--- src/rtl/pipe_skid_latch.sv ---
// pipe_skid_latch
// ---------------
// Generic pipeline-stage register with a valid/ready handshake and a
// two-entry skid buffer. It replaces the fixed IF/ID, ID/EX, EX/MEM and
// MEM/WB latches; the caller packs the stage-specific fields into the opaque
// data and control buses. Because in_ready depends only on the skid register
// and flush, there is no combinational path from out_ready to in_ready.
//
// Parameters:
//   DW         data bus width
//   CW         control bus width (all-zero control = NOP / bubble)
//   FLUSH_DATA 1: flush also zeroes the data registers, 0: data holds
//   CNT_W      stall counter width (only used with PIPE_SKID_STATS_EN)
//
// Ports:
//   clk        clock, rising edge
//   reset      synchronous, active-high; clears every register
//   flush      drops held entries and this cycle's input
//   in_valid   upstream entry present
//   in_ready   stage can accept this cycle
//   in_data    upstream data
//   in_ctrl    upstream control
//   out_valid  stage holds an entry (registered)
//   out_ready  downstream accepts
//   out_data   main-register data (registered)
//   out_ctrl   main-register control, zero while out_valid is low
//   stall_cnt  saturating count of cycles with out_valid && !out_ready
//              (present only when PIPE_SKID_STATS_EN is defined)
//
// Optional feature macro: PIPE_SKID_STATS_EN

module pipe_skid_latch #(
    parameter int DW         = 32,
    parameter int CW         = 16,
    parameter int FLUSH_DATA = 1,
    parameter int CNT_W      = 16
) (
    input  logic             clk,
    input  logic             reset,
    input  logic             flush,
    input  logic             in_valid,
    output logic             in_ready,
    input  logic [DW-1:0]    in_data,
    input  logic [CW-1:0]    in_ctrl,
    output logic             out_valid,
    input  logic             out_ready,
    output logic [DW-1:0]    out_data,
    output logic [CW-1:0]    out_ctrl
`ifdef PIPE_SKID_STATS_EN
    ,
    output logic [CNT_W-1:0] stall_cnt
`endif
);

    // Encoding is {s_valid, m_valid}; (1,0) cannot occur.
    typedef enum logic [1:0] {
        EMPTY = 2'b00,
        FULL  = 2'b01,
        SKID  = 2'b11
    } state_t;

    state_t          state;
    logic [DW-1:0]   m_data;
    logic [CW-1:0]   m_ctrl;
    logic [DW-1:0]   s_data;
    logic [CW-1:0]   s_ctrl;
    logic            m_valid;
    logic            s_valid;
    logic            in_xfer;
    logic            out_xfer;

    assign m_valid  = (state != EMPTY);
    assign s_valid  = (state == SKID);
    assign in_ready = !s_valid && !flush;
    assign in_xfer  = in_valid && in_ready;
    assign out_xfer = m_valid && out_ready;

    assign out_valid = m_valid;
    assign out_data  = m_data;
    assign out_ctrl  = m_valid ? m_ctrl : '0;

    // Reset outranks flush, flush outranks all handshake activity. The skid
    // entry always drains into main before any newer input is taken, which
    // keeps entries in arrival order.
    always_ff @(posedge clk) begin
        if (reset) begin
            state  <= EMPTY;
            m_data <= '0;
            m_ctrl <= '0;
            s_data <= '0;
            s_ctrl <= '0;
        end else if (flush) begin
            state  <= EMPTY;
            m_ctrl <= '0;
            s_ctrl <= '0;
            if (FLUSH_DATA != 0) begin
                m_data <= '0;
                s_data <= '0;
            end
        end else begin
            case (state)
                EMPTY: begin
                    if (in_xfer) begin
                        m_data <= in_data;
                        m_ctrl <= in_ctrl;
                        state  <= FULL;
                    end
                end
                FULL: begin
                    if (out_xfer && in_xfer) begin
                        m_data <= in_data;
                        m_ctrl <= in_ctrl;
                    end else if (out_xfer) begin
                        state <= EMPTY;
                    end else if (in_xfer) begin
                        s_data <= in_data;
                        s_ctrl <= in_ctrl;
                        state  <= SKID;
                    end
                end
                SKID: begin
                    if (out_ready) begin
                        m_data <= s_data;
                        m_ctrl <= s_ctrl;
                        state  <= FULL;
                    end
                end
                default: begin
                    state <= EMPTY;
                end
            endcase
        end
    end

`ifdef PIPE_SKID_STATS_EN
    // Counts backpressured cycles; saturates rather than wrapping and is
    // deliberately left untouched by flush.
    always_ff @(posedge clk) begin
        if (reset) begin
            stall_cnt <= '0;
        end else if (m_valid && !out_ready && (stall_cnt != {CNT_W{1'b1}})) begin
            stall_cnt <= stall_cnt + CNT_W'(1);
        end
    end
`else
    localparam int unused_cnt_w = CNT_W;
`endif

endmodule
--- config.mk ---
export PLATFORM = sky130hd
export DESIGN_NAME = pipe_skid_latch
export DESIGN_NICKNAME = d
export VERILOG_FILES = /design/src/rtl/pipe_skid_latch.sv
export SDC_FILE = /design/constraint.sdc
export NUM_CORES = 1
export LEC_CHECK = 0
export CAP_MARGIN = 5
export CORE_MARGIN = 2
export CORE_UTILIZATION = 50
export DETAILED_ROUTE_END_ITERATION = 16
export GPL_TIMING_DRIVEN = 0
export PLACE_DENSITY = 0.87
export SYNTH_ARGS = -nofsm -noshare
export SYNTH_HDL_FRONTEND = slang
export SYNTH_SLANG_ARGS = --single-unit
--- constraint.sdc ---
create_clock -name clk -period 2.5 [get_ports clk]
set_clock_uncertainty 0.2 [all_clocks]
set_input_delay 0.5 -clock clk [delete_from_list [all_inputs] [get_ports clk]]
set_output_delay 0.5 -clock clk [all_outputs]
set_load 0.005 [all_outputs]
---- Word level (Yosys, flattened, before mapping) ----
Cells that the tools add are included.
operators by class
  add/subtract/negate cells ............... 0
  $mul .................................... 0
  divide/modulo/power cells ............... 0
  $lt $le $gt $ge ......................... 0
  eq/ne operators ......................... 7
  shift-type cells ........................ 0
  muxes and demuxes ....................... 15
  bitwise gates (word level) .............. 2
  reductions and logical operators ........ 13
operator list
  operator            count
  $mux 32             3
  $pmux 32 s3         1
  $mux 16             4
  $pmux 16 s3         1
  $reduce_and 4->1    3
  $mux 2              5
  $ne 2x2->1 const B  4
  $pmux 2 s3          1
  $logic_and 1x1->1   4
  $ne 3x3->1 const B  1
  $reduce_bool 3->1   1
  $eq 2x1->1 const B  1
  $eq 2x2->1 const B  1
  $logic_not 1->1     2
  $logic_not 2->1     1
  $not 1->1           2
  $reduce_bool 2->1   1
  $reduce_or 2->1     1
storage, ports and cells
  flip-flop bits (word level) ............. 98
  latch bits .............................. 0
  memory bits (writable) .................. 0
  bits in read-only memories .............. 0
  input bits .............................. 53
  output and inout bits ................... 50
  logic and storage cells ................. 42
  memories ................................ 0

---- Logic depth before layout (Yosys ltp) ----
Gate-level depths: netlist (run 1).
  depth after elaboration ................. 8
  depth in mapped cells ................... 8
  depth with buffers taken out ............ 6

---- Least setup slack after synthesis (run 1) ----
OpenSTA, ideal clock, no wires.
  path kind ............................... register to register
  from .................................... register state[0]
  to ...................................... register m_ctrl[10]
  setup time .............................. 146 ps
  arrival ................................. 1574 ps
  required time ........................... 2154 ps
  setup slack ............................. 579 ps
  cell stages (with the launch flop) ...... 9
  buffers on the path ..................... 3
  clock period less this slack ............ 1921 ps
  path through ............................ dfxtp_1 -> ha_1 -> buf_6 -> nor3b_4 -> a31o_2 -> and3_4 -> buf_6 -> buf_6 -> a211oi_2
between the ends
  cells in the longest elaborated chain, start to end .. 7
  elaborated cells on any way between the ends .. 15
  those cells by class .................... eq/ne (5); mux (1); reduce/logical (9)
RTL lines
  element                            RTL line  text
  start: declaration                 62        state_t state;
  start signal: assignment           87        state <= EMPTY;
  start signal: assignment           93        state <= EMPTY;
  start signal: assignment           106       state <= FULL;
  $eq 2x2->1                         73, 101
  $logic_not 1->1                    74        assign in_ready = !s_valid && !flush;
  $logic_and 1x1->1                  74
  $logic_and 1x1->1                  75        assign in_xfer = in_valid && in_ready;
  $logic_and 1x1->1                  110       if (out_xfer && in_xfer) begin
  $ne 2x2->1 (no source line)        -
  $reduce_and 4->1 (no source line)  -
  end signal: assignment             105       m_ctrl <= in_ctrl;
  end signal: assignment             112       m_ctrl <= in_ctrl;
  end signal: assignment             124       m_ctrl <= s_ctrl;
  end: declaration                   64        logic [CW-1:0] m_ctrl;
Several ways; a longest one is shown, not always the timed one.
A chain may end at the register's enable or synchronous reset.

---- Final worst setup path (run 1) ----
  from .................................... register state[1]
  to ...................................... output out_ctrl[3]
between the ends
  cells in the longest elaborated chain, start to end .. 2
RTL lines
  element            RTL line  text
  $reduce_bool 2->1  72        assign m_valid = (state != EMPTY);
  $mux 16            80        assign out_ctrl = m_valid ? m_ctrl : '0;
  end: declaration   48        output logic [CW-1:0] out_ctrl
No other way between the ends.

==> results.cfg, run 1 <==
[placed_design]
dp.cells = 691
pre_cts_slack_ns = -0.124
dpl_cell_area_um2 = 5540
gp_congestion = 0.877
detailed_place_hpwl_mm = 8.07
port_buffers = 102

[sta]
finalCritPeriodShare_pct = 97.5
setup_violations = 0
timing.hold.ws_ns = 0.259
relSlewSlack_pct = 46.1
worst_slack_ns = 0.0620
rsz0062_at_grt = no
slew_viol_final = 0
finalCriticalPeriod_ns = 2.44
max_freq_mhz = 410
tightest_slew_ns = 0.808
hold_violations = 0

[detailed_routing]
drt_iter0_markers = 161
antenna_left = 0
wl_per_cell_um = 16.1
drt-vias-per-instance = 5.75
firstDrtPassIters = 5
vias = 4066
drc_errors = 0
drt_wl_total_mm = 11.4

[global_routing]
grt_pass1_wl_mm = 18.7
first_global_vias = 3892
grt_overflow_total = 0
track_usage_pct = 23.8
antenna_found_initial = 0
grt_max_degree = 16

[yosys]
syn_avg_cell_area_um2 = 9.12
yosys.cell_types.count = 27
synth_area_leader_cell = dfxtp_1
yosysTopAreaCellShare_pct = 44.7
synth_area_um2 = 4390
ys_top_cells_by_count = nand2_1 (99), dfxtp_1 (98), mux2i_1 (49), a21oi_1 (48), a31oi_1 (48)
synth_most_common_cell = nand2_1
synthesis.nets = 538
yosys_warnings = 0
synth_ff_type = dfxtp_1
async_reset_ff_share_pct = 0
synthTopCellsByArea = dfxtp_1 (45%), mux2i_1 (11%), nand2_1 (8.5%), a31oi_1 (6.8%), a211oi_2 (5.7%)
synthCells = 481
synth_edf_count = 0
ys_seq_area_share_pct = 44.7
ys_ff_latch = 98

[layout]
postLayoutCellArea_um2 = 5790
nets = 652
drive_above_1_share_pct = 12.0
post_layout_nonfiller_instances = 707
area_growth_syn_to_layout_pct = 32.0
insertedDiodeCount = 0
fillCellCount = 683

[power_and_ir_drop]
p_per_area_nw_per_um2 = 560
ir_drop_uv = 335
leakage_nw = 1.93

[clock_network]
numCtsBuffers = 9
worstSkewPairLatency_ns = 0.36
h-tree-depth = 3
root_buffer = clkbuf_8
cts_tree = done
hold_buffers = 0
cts.sinks = 98
cts.clk_slew.worst_paths_ns = 0.09
clockBufferDepth = 2

[die]
die_area_um2 = 9540
die_w_um = 97.7
core_area_um2 = 8590
rows = 34
io_pins = 103
die_h_um = 97.7
start_util_pct = 51.0

[worst_setup_path]
r2r_setup_slack_ns = 0.23
cp-end-kind = output port
cp_data_arrival_time_ns = 1.74
max_stage_delay_ns = 0.50
crit_type = reg2out
cpLargestDelayFamily = buffers and inverters
critPathRequiredTime_ns = 1.80
cp-start-kind = flip-flop
path_cells = inv_2 -> ha_2 -> clkbuf_8 -> nor2b_1 -> clkdlybuf4s50_1
path_buf_inv = 3
crit_path_max_fanout = 10
crit_slowest_cell = clkdlybuf4s50_1

[hold_path]
holdCritPathClass = reg2reg

[run]
cap_violations = 0

[run_status]
status = complete, no violations
==> per-layer routing <==
| layer | vias to the layer above | track usage (%) | share of wire [%] | routed length, µm |
|---|---|---|---|---|
| met1 | 1945 | 31.1 | 43 | 4900 |
| met4 | 0 | 8.87 | 1.7 | 193 |
| met2 | 150 | 39.2 | 49 | 5550 |
| li1 | 1950 | - | - | - |
| met3 | 21 | 4.32 | 6.5 | 736 |
| met5 | - | 0 | 0 | 0 |
==> kinds of logic after synthesis <==
family	synth area share, %
adders and majority gates	1.14
DFF	44.7
and+or+nand+nor	12.9
AOI/OAI and AO/OA	23.8
muxes	11.2
buffers and inverters	6.25
==> flip-flops by register name, indices dropped and copies added, names as in the netlist <==
name	flops
m_ctrl	16
out_data	32
s_ctrl	16
s_data	32
state	2
==> layout by cell type (no fill, tap or decap), types with 7 or more instances in the layout <==
master,synthesis,routed
a211oi_1,28,28
a211oi_2,20,20
buf_6,7,7
clkbuf_1,21,22
buf_2,18,16
clkbuf_8,0,11
dfxtp_1,98,96
nand2_1,99,99
clkdlybuf4s50_1,0,88
mux2i_1,49,49
dlygate4sd2_1,0,11
a21oi_1,48,48
nor2b_1,18,17
a31oi_1,48,48
==> cell type report <==
class	instances	area [µm²]	share of cell area [%]
inverters	3	11.3	0.195
multi-input cells	331	2160	37.2
clock inverters	3	65.1	1.12
well taps	108	135	2.33
repair buffers	104	1030	17.8
plain buffers	48	293	5.06
flip-flops and latches	98	1960	33.9
clock buffers	12	135	2.33
==> power breakdown <==
part	total (W)	leakage [nW]	switching, W	internal, W
Clock	0.00107	0.100	0.000509	0.000559
Combinational	0.000537	1.03	0.000271	0.000266
Sequential	0.00164	0.795	0.0000290	0.00161
==> tightest hold or removal path, cell delays in order (launching register included) <==
cell     delay, ns
dfxtp_1       0.32
nand2_1       0.05
a21oi_1       0.05
==> stage by stage <==
step | util [%] | total power [W] | TNS (ns)
final | 67.4 | 0.00324 | 0
after global routing | 67.4 | 0.00337 | 0
after CTS | 67.3 | 0.00325 | 0
after detailed placement | 64.5 | 0.00219 | -1.44
after global placement | 64.5 | 0.00218 | -0.505
after floorplan | - | 0.00196 | 0
==> what timing repair did <==
action / 4_1_cts / 5_1_grt
endpoints found under the setup margin: 18 / 3
resized for setup: 26 / 4
buffers inserted: 2 / 0
==> path summary, 6_finish.rpt <==
kind / startpoint / endpoint / cells after the start
setup / recovery: state[1] / out_ctrl[3] / 5
hold / removal: s_data[4] / s_data[4] / 2
setup reg to reg: state[1] / s_data[13] / 9
hold reg to reg: s_data[4] / s_data[4] / 2
Power figures use the tool's default switching activity.
==> inputs of run 2 (changes only) <==
Clock period 2.5 ns to 2.7 ns, I/O delays scaled along.
==> run 2 against run 1 <==
  * Flip-flop and latch count stayed put
  * Clock power is 7% lower
  * Total power shrank 7.3%
  * Highest routed layer unchanged
  * Critical endpoint is now in_ready
  * Sequential share of layout area rose by 0.096 points
  * Wire length increased by 0.38%
  * Non-clock buffer count is 2 lower
==> results.cfg, run 2 (synthesized netlist as in run 1, its figures left out) <==
[run_status]
status = complete, no violations

[placed_design]
gp_congestion = 0.877
detailed_place_hpwl_mm = 8.07
port_buffers = 102
pre_cts_slack_ns = 0.0359

[clock_network]
cts_setup_buffers = 0
root_buffer = clkbuf_8
cts_tree = done
cts.clk_slew.worst_paths_ns = 0.08
worstSkewPairLatency_ns = 0.36
cts.sinks = 98
h-tree-depth = 3
clockBufferDepth = 2
hold_buffers = 0
numCtsBuffers = 9

[detailed_routing]
drt_iter0_markers = 207
drt_wl_total_mm = 11.4
antenna_left = 0
drc_errors = 0
vias = 3989
firstDrtPassIters = 4
wl_per_cell_um = 16.2
drt-vias-per-instance = 5.66

[sta]
slew_viol_final = 0
rsz0062_at_grt = no
timing.hold.ws_ns = 0.258
finalCriticalPeriod_ns = 2.63
hold_violations = 0
finalCritPeriodShare_pct = 97.6
tns_ns = 0
max_freq_mhz = 380
setup_violations = 0
relSlewSlack_pct = 46.6
worst_slack_ns = 0.0654
tightest_slew_ns = 0.801

[die]
rows = 34
io_pins = 103
die_w_um = 97.7
die_h_um = 97.7
start_util_pct = 51.0
die_area_um2 = 9540
core_area_um2 = 8590

[worst_setup_path]
r2r_setup_slack_ns = 0.50
critPathRequiredTime_ns = 1.96
endpoint = in_ready
rr_worst_depth = 8
r2r_end = m_ctrl[9]
crit_path_max_fanout = 15
cp_data_arrival_time_ns = 1.89
cp-start-kind = flip-flop
crit_path_start = state[0]
cp-end-kind = output port
reg2reg_from = state[0]
crit_type = reg2out

[power_and_ir_drop]
ir_drop_uv = 315
pwr-share-clk_pct = 33.0
p_sw_w = 0.000754
seq_power_share_pct = 50.4
internal_power_w = 0.00225
switching_share_pct = 25.1
leakage_nw = 1.92
p_comb_share_pct = 16.5
p_per_area_nw_per_um2 = 521

[layout]
final_common_cell = nand2_1
insertedDiodeCount = 0
nets = 650
area_growth_syn_to_layout_pct = 31.6
drive_above_1_share_pct = 11.2
fillCellCount = 678
multi_input_area_um2 = 2150
most-common-layout-cells = nand2_1 (99), dfxtp_1 (96), clkdlybuf4s50_1 (93)
seq_area_um2 = 1960

[global_routing]
track_usage_pct = 23.7
grt_overflow_total = 0
grt_pass1_wl_mm = 18.7
first_global_vias = 3871
antenna_found_initial = 0
grt_max_degree = 16

[run]
cap_violations = 0

[hold_path]
holdCritPathClass = reg2reg
run 2: power by group through the flow:
stage / clock, W / combinational (W) / sequential (W)
global placement: 0 / 0.000471 / 0.00155
finish: 0.000993 / 0.000497 / 0.00152
detailed placement: 0 / 0.000484 / 0.00155
floorplan: 0 / 0.000270 / 0.00154
CTS: 0.00100 / 0.000494 / 0.00151
global route: 0.00106 / 0.000537 / 0.00152
run 2: layout make-up:
class                           count  area share [%]
Tap cell                          108            2.34
Sequential cell                    98            34.0
Clock buffer                       12            2.34
Clock inverter                      3            1.13
Inverter                            3           0.195
Multi-Input combinational cell    331            37.3
Timing Repair Buffer              102            17.8
Buffer                             48            4.85
run 2: repair_timing:
item                                    in CTS  in global routing
endpoints found under the setup margin      18                  5
hold endpoints to repair                     0                  0
resized for setup                           14                  5
run 2: how the worst min path moves through the flow:
| stage | end | slack, ns | cells after the start | start |
|---|---|---|---|---|
| 2_1_floorplan | s_ctrl[0] | 0.24 | 2 | s_ctrl[0] |
| 3_3_place_gp | s_ctrl[1] | 0.24 | 2 | s_ctrl[1] |
| 3_5_place_dp | s_ctrl[0] | 0.25 | 2 | s_ctrl[0] |
| 4_1_cts | s_ctrl[0] | 0.26 | 2 | s_ctrl[0] |
| 5_1_grt | s_ctrl[0] | 0.27 | 2 | s_ctrl[0] |
| 6_report | s_data[4] | 0.26 | 2 | s_data[4] |
run 2: stage by stage:
stage | utilization (%) | power, W | cell area (µm²) | instances
2_1_floorplan | - | 0.00181 | 4390 | 481
3_3_place_gp | 64.5 | 0.00202 | 5540 | 691
3_5_place_dp | 64.5 | 0.00203 | 5540 | 691
4_1_cts | 67.0 | 0.00301 | 5760 | 705
5_1_grt | 67.2 | 0.00312 | 5770 | 705
6_report | 67.2 | 0.00301 | 5770 | 705
run 2: metal layers:
| metal | routed length (µm) | global-route usage, % | vias up | part of all wire (%) |
|---|---|---|---|---|
| li1 | - | - | 1943 | - |
| met1 | 5000 | 31.1 | 1899 | 44 |
| met2 | 5510 | 38.9 | 129 | 48 |
| met3 | 728 | 4.32 | 18 | 6.4 |
| met4 | 173 | 8.87 | 0 | 1.5 |
| met5 | 0 | 0 | - | 0 |
run 2: worst max-delay path: stages, from the launching register on:
cell	delay, ns
dfxtp_2	0.34
ha_1	0.20
buf_6	0.18
buf_4	0.21
nor2_1	0.11
clkdlybuf4s50_1	0.51
==> inputs of run 3 (changes only) <==
Settings changed: SLEW_MARGIN set to 0.
==> results of run 3 <==
Final layout, timing and power as in run 2 (identical DEF).
